### src/rtl/axi_isolate_ctrl.sv
// Connect/isolate controller for one AXI link. All channels pass through combinationally;
// only AW/AR valid/ready are gated, so accepted bursts always drain before isolation is reported.

typedef struct packed {
  logic [3:0]  id;
  logic [31:0] addr;
  logic [7:0]  len;
  logic [2:0]  size;
  logic [1:0]  burst;
} axi_iso_ax_t;

typedef struct packed {
  logic [31:0] data;
  logic [3:0]  strb;
  logic        last;
} axi_iso_w_t;

typedef struct packed {
  logic [3:0] id;
  logic [1:0] resp;
} axi_iso_b_t;

typedef struct packed {
  logic [3:0]  id;
  logic [31:0] data;
  logic [1:0]  resp;
  logic        last;
} axi_iso_r_t;

typedef struct packed {
  axi_iso_ax_t aw;
  logic        aw_valid;
  axi_iso_w_t  w;
  logic        w_valid;
  logic        b_ready;
  axi_iso_ax_t ar;
  logic        ar_valid;
  logic        r_ready;
} axi_iso_req_t;

typedef struct packed {
  logic       aw_ready;
  logic       ar_ready;
  logic       w_ready;
  axi_iso_b_t b;
  logic       b_valid;
  axi_iso_r_t r;
  logic       r_valid;
} axi_iso_resp_t;

module axi_isolate_ctrl #(
  parameter int unsigned MaxTxn = 8,
  parameter type axi_req_t  = axi_iso_req_t,
  parameter type axi_resp_t = axi_iso_resp_t
) (
  input  logic      clk_i,
  input  logic      rst_ni,
  input  logic      isolate_i,
  output logic      isolated_o,
  output logic      busy_o,
  input  axi_req_t  slv_req_i,
  output axi_resp_t slv_resp_o,
  output axi_req_t  mst_req_o,
  input  axi_resp_t mst_resp_i
);

  localparam int unsigned CntW = $clog2(MaxTxn + 1);
  localparam logic [CntW-1:0] CntMax = CntW'(MaxTxn);

  typedef enum logic [1:0] {CONNECTED, DRAIN, ISOLATED} state_e;

  state_e          state_q, state_d;
  logic [CntW-1:0] wr_cnt_q, wr_cnt_d, rd_cnt_q, rd_cnt_d;
  logic            aw_pend_q, aw_pend_d, ar_pend_q, ar_pend_d;
  logic            busy_q;
  logic            aw_open, ar_open;
  logic            aw_hs, ar_hs, b_hs, r_last_hs;

  function automatic logic [CntW-1:0] cnt_next(input logic [CntW-1:0] cnt,
                                               input logic inc, input logic dec);
    logic [CntW-1:0] res;
    res = cnt;
    if (inc && !dec)
      res = cnt + CntW'(1);
    else if (dec && !inc && cnt != '0)
      res = cnt - CntW'(1);
    return res;
  endfunction

  // Payloads pass untouched; only the address-channel handshake is gated.
  always_comb begin
    mst_req_o           = slv_req_i;
    mst_req_o.aw_valid  = slv_req_i.aw_valid & aw_open;
    mst_req_o.ar_valid  = slv_req_i.ar_valid & ar_open;
    slv_resp_o          = mst_resp_i;
    slv_resp_o.aw_ready = mst_resp_i.aw_ready & aw_open;
    slv_resp_o.ar_ready = mst_resp_i.ar_ready & ar_open;
  end

  assign aw_hs     = mst_req_o.aw_valid & mst_resp_i.aw_ready;
  assign ar_hs     = mst_req_o.ar_valid & mst_resp_i.ar_ready;
  assign b_hs      = mst_resp_i.b_valid & slv_req_i.b_ready;
  assign r_last_hs = mst_resp_i.r_valid & slv_req_i.r_ready & mst_resp_i.r.last;

  always_comb begin
    wr_cnt_d  = cnt_next(wr_cnt_q, aw_hs, b_hs);
    rd_cnt_d  = cnt_next(rd_cnt_q, ar_hs, r_last_hs);
    // A presented-but-unaccepted address stays open until it completes.
    aw_pend_d = mst_req_o.aw_valid & ~mst_resp_i.aw_ready;
    ar_pend_d = mst_req_o.ar_valid & ~mst_resp_i.ar_ready;
  end

  always_ff @(posedge clk_i or negedge rst_ni) begin
    if (!rst_ni) begin
      state_q   <= CONNECTED;
      wr_cnt_q  <= '0;
      rd_cnt_q  <= '0;
      aw_pend_q <= 1'b0;
      ar_pend_q <= 1'b0;
      busy_q    <= 1'b0;
    end else begin
      state_q   <= state_d;
      wr_cnt_q  <= wr_cnt_d;
      rd_cnt_q  <= rd_cnt_d;
      aw_pend_q <= aw_pend_d;
      ar_pend_q <= ar_pend_d;
      busy_q    <= (wr_cnt_d != '0) | (rd_cnt_d != '0);
    end
  end

  always_comb begin
    state_d = state_q;
    unique case (state_q)
      CONNECTED: if (isolate_i) state_d = DRAIN;
      DRAIN: begin
        if (!isolate_i)
          state_d = CONNECTED;
        else if (wr_cnt_d == '0 && rd_cnt_d == '0 && !aw_pend_d && !ar_pend_d)
          state_d = ISOLATED;
      end
      ISOLATED:  if (!isolate_i) state_d = CONNECTED;
      default:   state_d = CONNECTED;
    endcase
  end

  always_comb begin
    aw_open    = ((state_q == CONNECTED) && (wr_cnt_q < CntMax)) || aw_pend_q;
    ar_open    = ((state_q == CONNECTED) && (rd_cnt_q < CntMax)) || ar_pend_q;
    isolated_o = (state_q == ISOLATED);
    busy_o     = busy_q;
  end

  wr_no_underflow: assert property (@(posedge clk_i) disable iff (!rst_ni)
    !(b_hs && !aw_hs && wr_cnt_q == '0));
  rd_no_underflow: assert property (@(posedge clk_i) disable iff (!rst_ni)
    !(r_last_hs && !ar_hs && rd_cnt_q == '0));
  wr_no_overflow: assert property (@(posedge clk_i) disable iff (!rst_ni)
    !(aw_hs && !b_hs && wr_cnt_q == CntMax));
  rd_no_overflow: assert property (@(posedge clk_i) disable iff (!rst_ni)
    !(ar_hs && !r_last_hs && rd_cnt_q == CntMax));

endmodule

### config.mk
export PLATFORM = sky130hd
export DESIGN_NAME = axi_isolate_ctrl
export DESIGN_NICKNAME = d
export VERILOG_FILES = /design/src/rtl/axi_isolate_ctrl.sv
export SDC_FILE = /design/constraint.sdc
export NUM_CORES = 1
export LEC_CHECK = 0
export BUFFER_PORTS_ARGS = -buffer_cell sky130_fd_sc_hd__buf_2
export CAP_MARGIN = 10
export CORE_AREA = 2 2 150 152
export DETAILED_ROUTE_END_ITERATION = 8
export DIE_AREA = 0 0 152 154
export GPL_ROUTABILITY_DRIVEN = 0
export PLACE_DENSITY_LB_ADDON = 0.2
export RECOVER_POWER = 100
export SYNTH_ARGS = -nofsm -noshare
export SYNTH_HDL_FRONTEND = slang
export SYNTH_SLANG_ARGS = --single-unit
### constraint.sdc
create_clock -name clk_i -period 4.52 [get_ports clk_i]
set_input_delay 0.226 -clock clk_i [delete_from_list [all_inputs] [get_ports clk_i]]
set_output_delay 0.226 -clock clk_i [all_outputs]
set_load 0.005 [all_outputs]
==> impl_metrics.yaml, run 1 <==
outcome:
  outcome: "finished clean"
clocking:
  tritoncts.num_buffers: 3
  worst_skew_pair.late_latency_ns: 0.24
  cts_tree: "yes"
  cts.reportedPaths.clkPinSlew_ns: 0.05
  cts-htree-levels: 1
  postCtsSetupBuffers: 0
  root_buffer: "clkbuf_16"
  cts_sinks: 13
  clock_path_buffers: 2
routing:
  drt-initial-drc-count: 40
  avgViaCountPerCell: 2.64
  drt_wl_total_microns: 4620
  ant_nets: 0
  dr_wl_cell_microns: 11.5
  drt_first_pass_iters: 4
  dr_total_vias: 1063
  drt_drc_violations_left: 0
finish:
  finish.instance_area_sq_um: 1410
  diodes: 0
  areaGrowthSynthToFinish_pct: -38.8
  layout-drive-gt1-share: 0.138
  multi_input_area_sq_um: 514
  n_fill_cell: 2550
  fin_nets: 321
  final-seq-area_sq_um: 325
floorplanning:
  die_height_microns: 154
  floorplan.die.width_microns: 152
  floorplan.initialDensity: 0.106
  core_area_sq_um: 21700
  total_number_of_placement_rows: 54
  io_pins: 385
  design.die.area_sq_um: 23400
yosys:
  synth_edf_count: 0
  synth_cells: 282
  synthDominantAreaCellType: "buf_4"
  syn_avg_cell_area_sq_um: 8.14
  synth.net_count: 479
  post_synth_top_cells: "186 x buf_4, 13 x dfrtp_1, 8 x inv_1"
  synth_async_sr_flop_share: 1.00
  synth_most_common_cell: "buf_4"
  ys_seq_elements: 13
  synth_cell_type_count: 43
  yosys-top-cells-area: "buf_4 61%, dfrtp_1 14%, ha_1 2.2%"
  synth.top_cell.area_share: 0.609
  ys_seq_area_frac: 0.142
  post_synth_instance_area_sq_um: 2290
  yosysWarnings: 0
  synthFlopType: "dfrtp_1"
sta:
  rsz0062_at_grt: "no"
  final-hold-violation-count: 0
  max-slew-margin-rel: 0.435
  finalSetupViolations: 0
  maxClockFrequency_ghz: 0.385
  clock-skew-final_ns: 0.00569
  sum_of_negative_setup_slack_ns: 0
  final_period_minus_worst_setup_slack_ns: 2.60
  slew_viol_final: 0
  worst_margin_slew_ns: 0.847
  final.period_utilization: 0.575
setup_path:
  worst-endpoint-arrival_ns: 2.69
  worst_setup_path_end_kind: "flip-flop"
  timing.critical_path.slowest_stage_cell: "a211oi_1"
  critical-path-max-stage-delay_ns: 0.58
  path_cells: "or3_1 -> a211oi_1 -> a21boi_0 -> o2bb2ai_1 -> nor4_1 -> nand3_1"
  required_ns: 4.61
  path_buf_inv: 0
  setup.worst_path.start_class: "flip-flop"
  critical-path-top-delay-family: "simple AND/OR/NAND/NOR gates"
  worst-setup-path-type: "flip-flop to flip-flop"
  path_max_fanout: 5
grt:
  first_global_vias: 1177
  grt_pass1_wl_microns: 6730
  total_grt_usage: 0.0381
  grt_overflow_total: 0
  grt_antenna_before_repair: 0
  grt_start_max_net_pins: 14
pwr:
  leakage_nw: 0.468
  vdd.ir_drop.worst_mv: 0.109
  pwr_density_cell_nw_per_um2: 457
flow_run:
  cap_viol_max_count: 0
placed_design:
  numPortBuffers: 22
  sum_of_net_half_perimeters_after_detailed_placement_microns: 3820
  placedInstanceArea_sq_um: 1360
worst_hold_path:
  hold_path_class: "primary input to flip-flop"
report_power, final:
group	internal, W	switching (W)
Combinational	0.000104	0.000159
Sequential	0.000158	0.0000521
Clock	0.000119	0.0000502
sequential cells by signal, summed over array words and instances (netlist names):
signal and count:
ar_pend_q 1, rd_cnt_q 4, state_q 2, busy_o 1, wr_cnt_q 4, aw_pend_q 1
area by class of cell:
class / count / share of cell area
Clock buffer: 4 / 0.0561
Inverter: 8 / 0.0214
Multi-Input combinational cell: 75 / 0.366
Sequential cell: 13 / 0.232
Tap cell: 280 / 0.249
Timing Repair Buffer: 23 / 0.0757
metrics by stage:
| stage | power, W | setup WS [ns] | hold WS (ns) | utilization | cells |
|---|---|---|---|---|---|
| 2_1_floorplan | 0.000529 | 2.57 | -0.0696 | - | 282 |
| 3_3_place_gp | 0.000499 | 2.35 | 0.159 | 0.0627 | 398 |
| 3_5_place_dp | 0.000491 | 2.35 | 0.165 | 0.0627 | 398 |
| 4_1_cts | 0.000666 | 2.34 | 0.181 | 0.0667 | 403 |
| 5_1_grt | 0.000692 | 1.79 | 0.184 | 0.0648 | 403 |
| 6_report | 0.000642 | 1.92 | 0.173 | 0.0648 | 403 |
repair_timing:
action | CTS | global route
endpoints found under the hold margin | 13 | 0
resized for setup | 0 | 0
hold buffers | 1 | 0
placed cells by master (no fill, tap or decap), types with 3 or more instances in the layout:
| cell type | instances |
|---|---|
| a21oi_1 | 6 |
| nor4_1 | 3 |
| nand2_1 | 7 |
| and2_1 | 4 |
| and3_1 | 3 |
| clkbuf_16 | 3 |
| a21boi_0 | 4 |
| clkbuf_1 | 12 |
| buf_2 | 11 |
| nand3_1 | 3 |
| ha_1 | 4 |
| dfrtp_1 | 13 |
| o21ai_0 | 3 |
| inv_1 | 8 |
| or3_1 | 3 |
cells by family after synthesis:
logic type,synth area share
xor+xnor,0.0115
mux,0.00436
simple gates,0.0867
compound gates,0.112
fa+ha+maj,0.0218
flops,0.142
buf+inv,0.622
path summary, 6_finish.rpt:
check | start | slack [ns] | cells past startpoint | end
min reg2reg | rd_cnt_q[3]$_DFF_PN0_ | 0.57 | 1 | rd_cnt_q[3]$_DFF_PN0_
max | rd_cnt_q[3]$_DFF_PN0_ | 1.92 | 6 | busy_o$_DFF_PN0_
min in group asynchronous | rst_ni | 0.62 | 2 | state_q[1]$_DFFE_PN0P_
max reg2reg | rd_cnt_q[3]$_DFF_PN0_ | 1.92 | 6 | busy_o$_DFF_PN0_
max in group asynchronous | rst_ni | 3.38 | 2 | busy_o$_DFF_PN0_
min | mst_resp_i[48] | 0.17 | 2 | ar_pend_q$_DFF_PN0_
worst reg2reg max path: cells and delay by family (launching register included):
kind             cells  cell delay (ns)
AO/OA/AOI/OAI        3             0.97
flip-flops           1             0.41
AND/OR/NAND/NOR      3             1.06
layer usage:
layer / vias up / share of wire / GRT usage
li1: 420 / - / -
met1: 499 / 0.31 / 0.0308
met2: 76 / 0.46 / 0.0581
met3: 68 / 0.12 / 0.0158
met4: 0 / 0.12 / 0.0592
met5: - / 0 / 0
Power figures use the tool's default switching activity.
==> inputs of run 2 (changes only) <==
--- a/config.mk
+++ b/config.mk
@@ -7,9 +7,9 @@
 export LEC_CHECK = 0
 export BUFFER_PORTS_ARGS = -buffer_cell sky130_fd_sc_hd__buf_2
 export CAP_MARGIN = 10
-export CORE_AREA = 2 2 150 152
+export CORE_AREA = 2 2 149 151
 export DETAILED_ROUTE_END_ITERATION = 8
-export DIE_AREA = 0 0 152 154
+export DIE_AREA = 0 0 151 153
 export GPL_ROUTABILITY_DRIVEN = 0
 export PLACE_DENSITY_LB_ADDON = 0.2
 export RECOVER_POWER = 100
==> constraint.sdc (replaced) <==
create_clock -name clk_i -period 2.4 [get_ports clk_i]
set_input_delay 0.12 -clock clk_i [delete_from_list [all_inputs] [get_ports clk_i]]
set_output_delay 0.12 -clock clk_i [all_outputs]
set_load 0.005 [all_outputs]
==> impl_metrics.yaml, run 2 (same netlist as run 1, synthesis figures left out) <==
outcome:
  outcome: "finished clean"
setup_path:
  critical_path.reg2reg.endpoint: "state_q[1]$_DFFE_PN0P_"
  r2r.worst_path.cells: 7
  setup.worst_path.start_class: "flip-flop"
  regToRegSetupSlack_ns: 0.18
  worst-endpoint-arrival_ns: 2.39
  timing.rr.start: "wr_cnt_q[1]$_DFF_PN0_"
  worst_setup_path_end_kind: "flip-flop"
  path_max_fanout: 7
  required_ns: 2.58
  worst-setup-path-type: "flip-flop to flip-flop"
floorplanning:
  die_height_microns: 153
  total_number_of_placement_rows: 54
  core_area_sq_um: 21500
  design.die.area_sq_um: 23100
  floorplan.initialDensity: 0.107
  io_pins: 385
  floorplan.die.width_microns: 151
finish:
  reg.largest.list: "rd_cnt_q x4, wr_cnt_q x4, state_q x2"
  diodes: 0
  mostFrequentLayoutCells: "13 x dfrtp_1, 12 x clkbuf_1, 11 x buf_2"
  fin_nets: 322
  areaGrowthSynthToFinish_pct: -37.2
  n_fill_cell: 2554
  layout-drive-gt1-share: 0.177
  layout_commonest_cell: "dfrtp_1"
sta:
  slew_viol_final: 0
  final-hold-violation-count: 0
  maxClockFrequency_ghz: 0.451
  finalSetupViolations: 0
  worst_margin_slew_ns: 0.860
  sum_of_negative_setup_slack_ns: 0
  rsz0062_at_grt: "no"
  clock-skew-final_ns: 0.00200
  final.period_utilization: 0.923
  holdWs_ns: 0.0882
  final_period_minus_worst_setup_slack_ns: 2.22
  max-slew-margin-rel: 0.427
  timing.final.ws_setup_ns: 0.185
worst_hold_path:
  hold_path_class: "primary input to flip-flop"
  worstHoldEndpoint: "ar_pend_q$_DFF_PN0_"
  worstHoldStart: "mst_resp_i[48]"
  whs_path_depth: 2
grt:
  grt_overflow_total: 0
  first_global_vias: 1180
  grt_start_max_net_pins: 14
  grt_antenna_before_repair: 0
  total_grt_usage: 0.0412
  grt_pass1_wl_microns: 6890
routing:
  drt_drc_violations_left: 0
  dr_wl_cell_microns: 12.0
  drt-initial-drc-count: 39
  dr_total_vias: 1083
  avgViaCountPerCell: 2.68
  drt_wl_total_microns: 4850
  ant_nets: 0
  drt_first_pass_iters: 4
pwr:
  p_int_w: 0.000739
  power.combinational.fraction: 0.426
  seqPwrFrac: 0.322
  leakage_nw: 0.478
  vdd.ir_drop.worst_mv: 0.220
  switching_power_w: 0.000493
  pwr_density_cell_nw_per_um2: 855
  swShare: 0.400
  clock_power_share: 0.252
clocking:
  ctsResizeCount: 0
  cts_sinks: 13
  cts_tree: "yes"
  worst_skew_pair.late_latency_ns: 0.24
  root_buffer: "clkbuf_16"
  cts.reportedPaths.clkPinSlew_ns: 0.05
  postCtsSetupBuffers: 0
  cts-htree-levels: 1
  tritoncts.num_buffers: 3
  clock_path_buffers: 2
placed_design:
  sum_of_net_half_perimeters_after_detailed_placement_microns: 3970
  place_ws_ns: 0.251
  numPortBuffers: 22
flow_run:
  cap_viol_max_count: 0
## run 2: final cells by class
| class | instances | area, sq um | share of cell area |
|---|---|---|---|
| Clock buffer | 4 | 78.8 | 0.0547 |
| Tap cell | 280 | 350 | 0.243 |
| Multi-Input combinational cell | 75 | 543 | 0.377 |
| Timing Repair Buffer | 24 | 114 | 0.0790 |
| Inverter | 8 | 30.0 | 0.0208 |
| Sequential cell | 13 | 325 | 0.226 |
## run 2: how the worst max path moves through the flow
stage,start,slack (ns),cells after the start,to
floorplan,wr_cnt_q[1]$_DFF_PN0_,0.45,7,state_q[1]$_DFFE_PN0P_
global placement,wr_cnt_q[1]$_DFF_PN0_,0.25,7,state_q[1]$_DFFE_PN0P_
detailed placement,wr_cnt_q[1]$_DFF_PN0_,0.25,7,state_q[1]$_DFFE_PN0P_
CTS,wr_cnt_q[1]$_DFF_PN0_,0.21,7,state_q[1]$_DFFE_PN0P_
global route,wr_cnt_q[1]$_DFF_PN0_,0.1,7,state_q[1]$_DFFE_PN0P_
finish,wr_cnt_q[1]$_DFF_PN0_,0.18,7,state_q[1]$_DFFE_PN0P_
## run 2: metrics by stage
stage / power, W / cell area [sq um] / utilization / cells
floorplan: 0.000996 / 2290 / - / 282
global placement: 0.000949 / 1370 / 0.0636 / 399
detailed placement: 0.000929 / 1370 / 0.0636 / 399
CTS: 0.00126 / 1460 / 0.0677 / 404
global route: 0.00134 / 1440 / 0.0671 / 404
finish: 0.00123 / 1440 / 0.0671 / 404
## run 2: layer usage
| layer | vias to the layer above | wire, microns | GRT usage | part of all wire |
|---|---|---|---|---|
| met5 | - | 0 | 0 | 0 |
| met4 | 0 | 838 | 0.0743 | 0.17 |
| met3 | 88 | 563 | 0.0182 | 0.12 |
| met2 | 81 | 2020 | 0.0574 | 0.42 |
| met1 | 493 | 1430 | 0.0316 | 0.29 |
| li1 | 421 | - | - | - |
## run 2: power groups by stage
stage / registers [W] / clock network, W / logic (W)
6_report: 0.000396 / 0.000311 / 0.000525
5_1_grt: 0.000415 / 0.000341 / 0.000586
4_1_cts: 0.000398 / 0.000323 / 0.000537
3_5_place_dp: 0.000399 / 0 / 0.000530
3_3_place_gp: 0.000403 / 0 / 0.000546
2_1_floorplan: 0.000370 / 0 / 0.000626
## run 2: worst max-delay path, cell delays in order, from the launching register on
cell     delay (ns)
dfrtp_1        0.43
inv_1          0.08
ha_1           0.19
or3b_2         0.48
a41oi_1        0.27
xnor2_1        0.18
nor4_1         0.34
a31o_1         0.18
## run 2: repair_timing
item                       4_1_cts  5_1_grt
hold buffers                     1        0
setup endpoints to repair        0        0
hold endpoints to repair        13        0
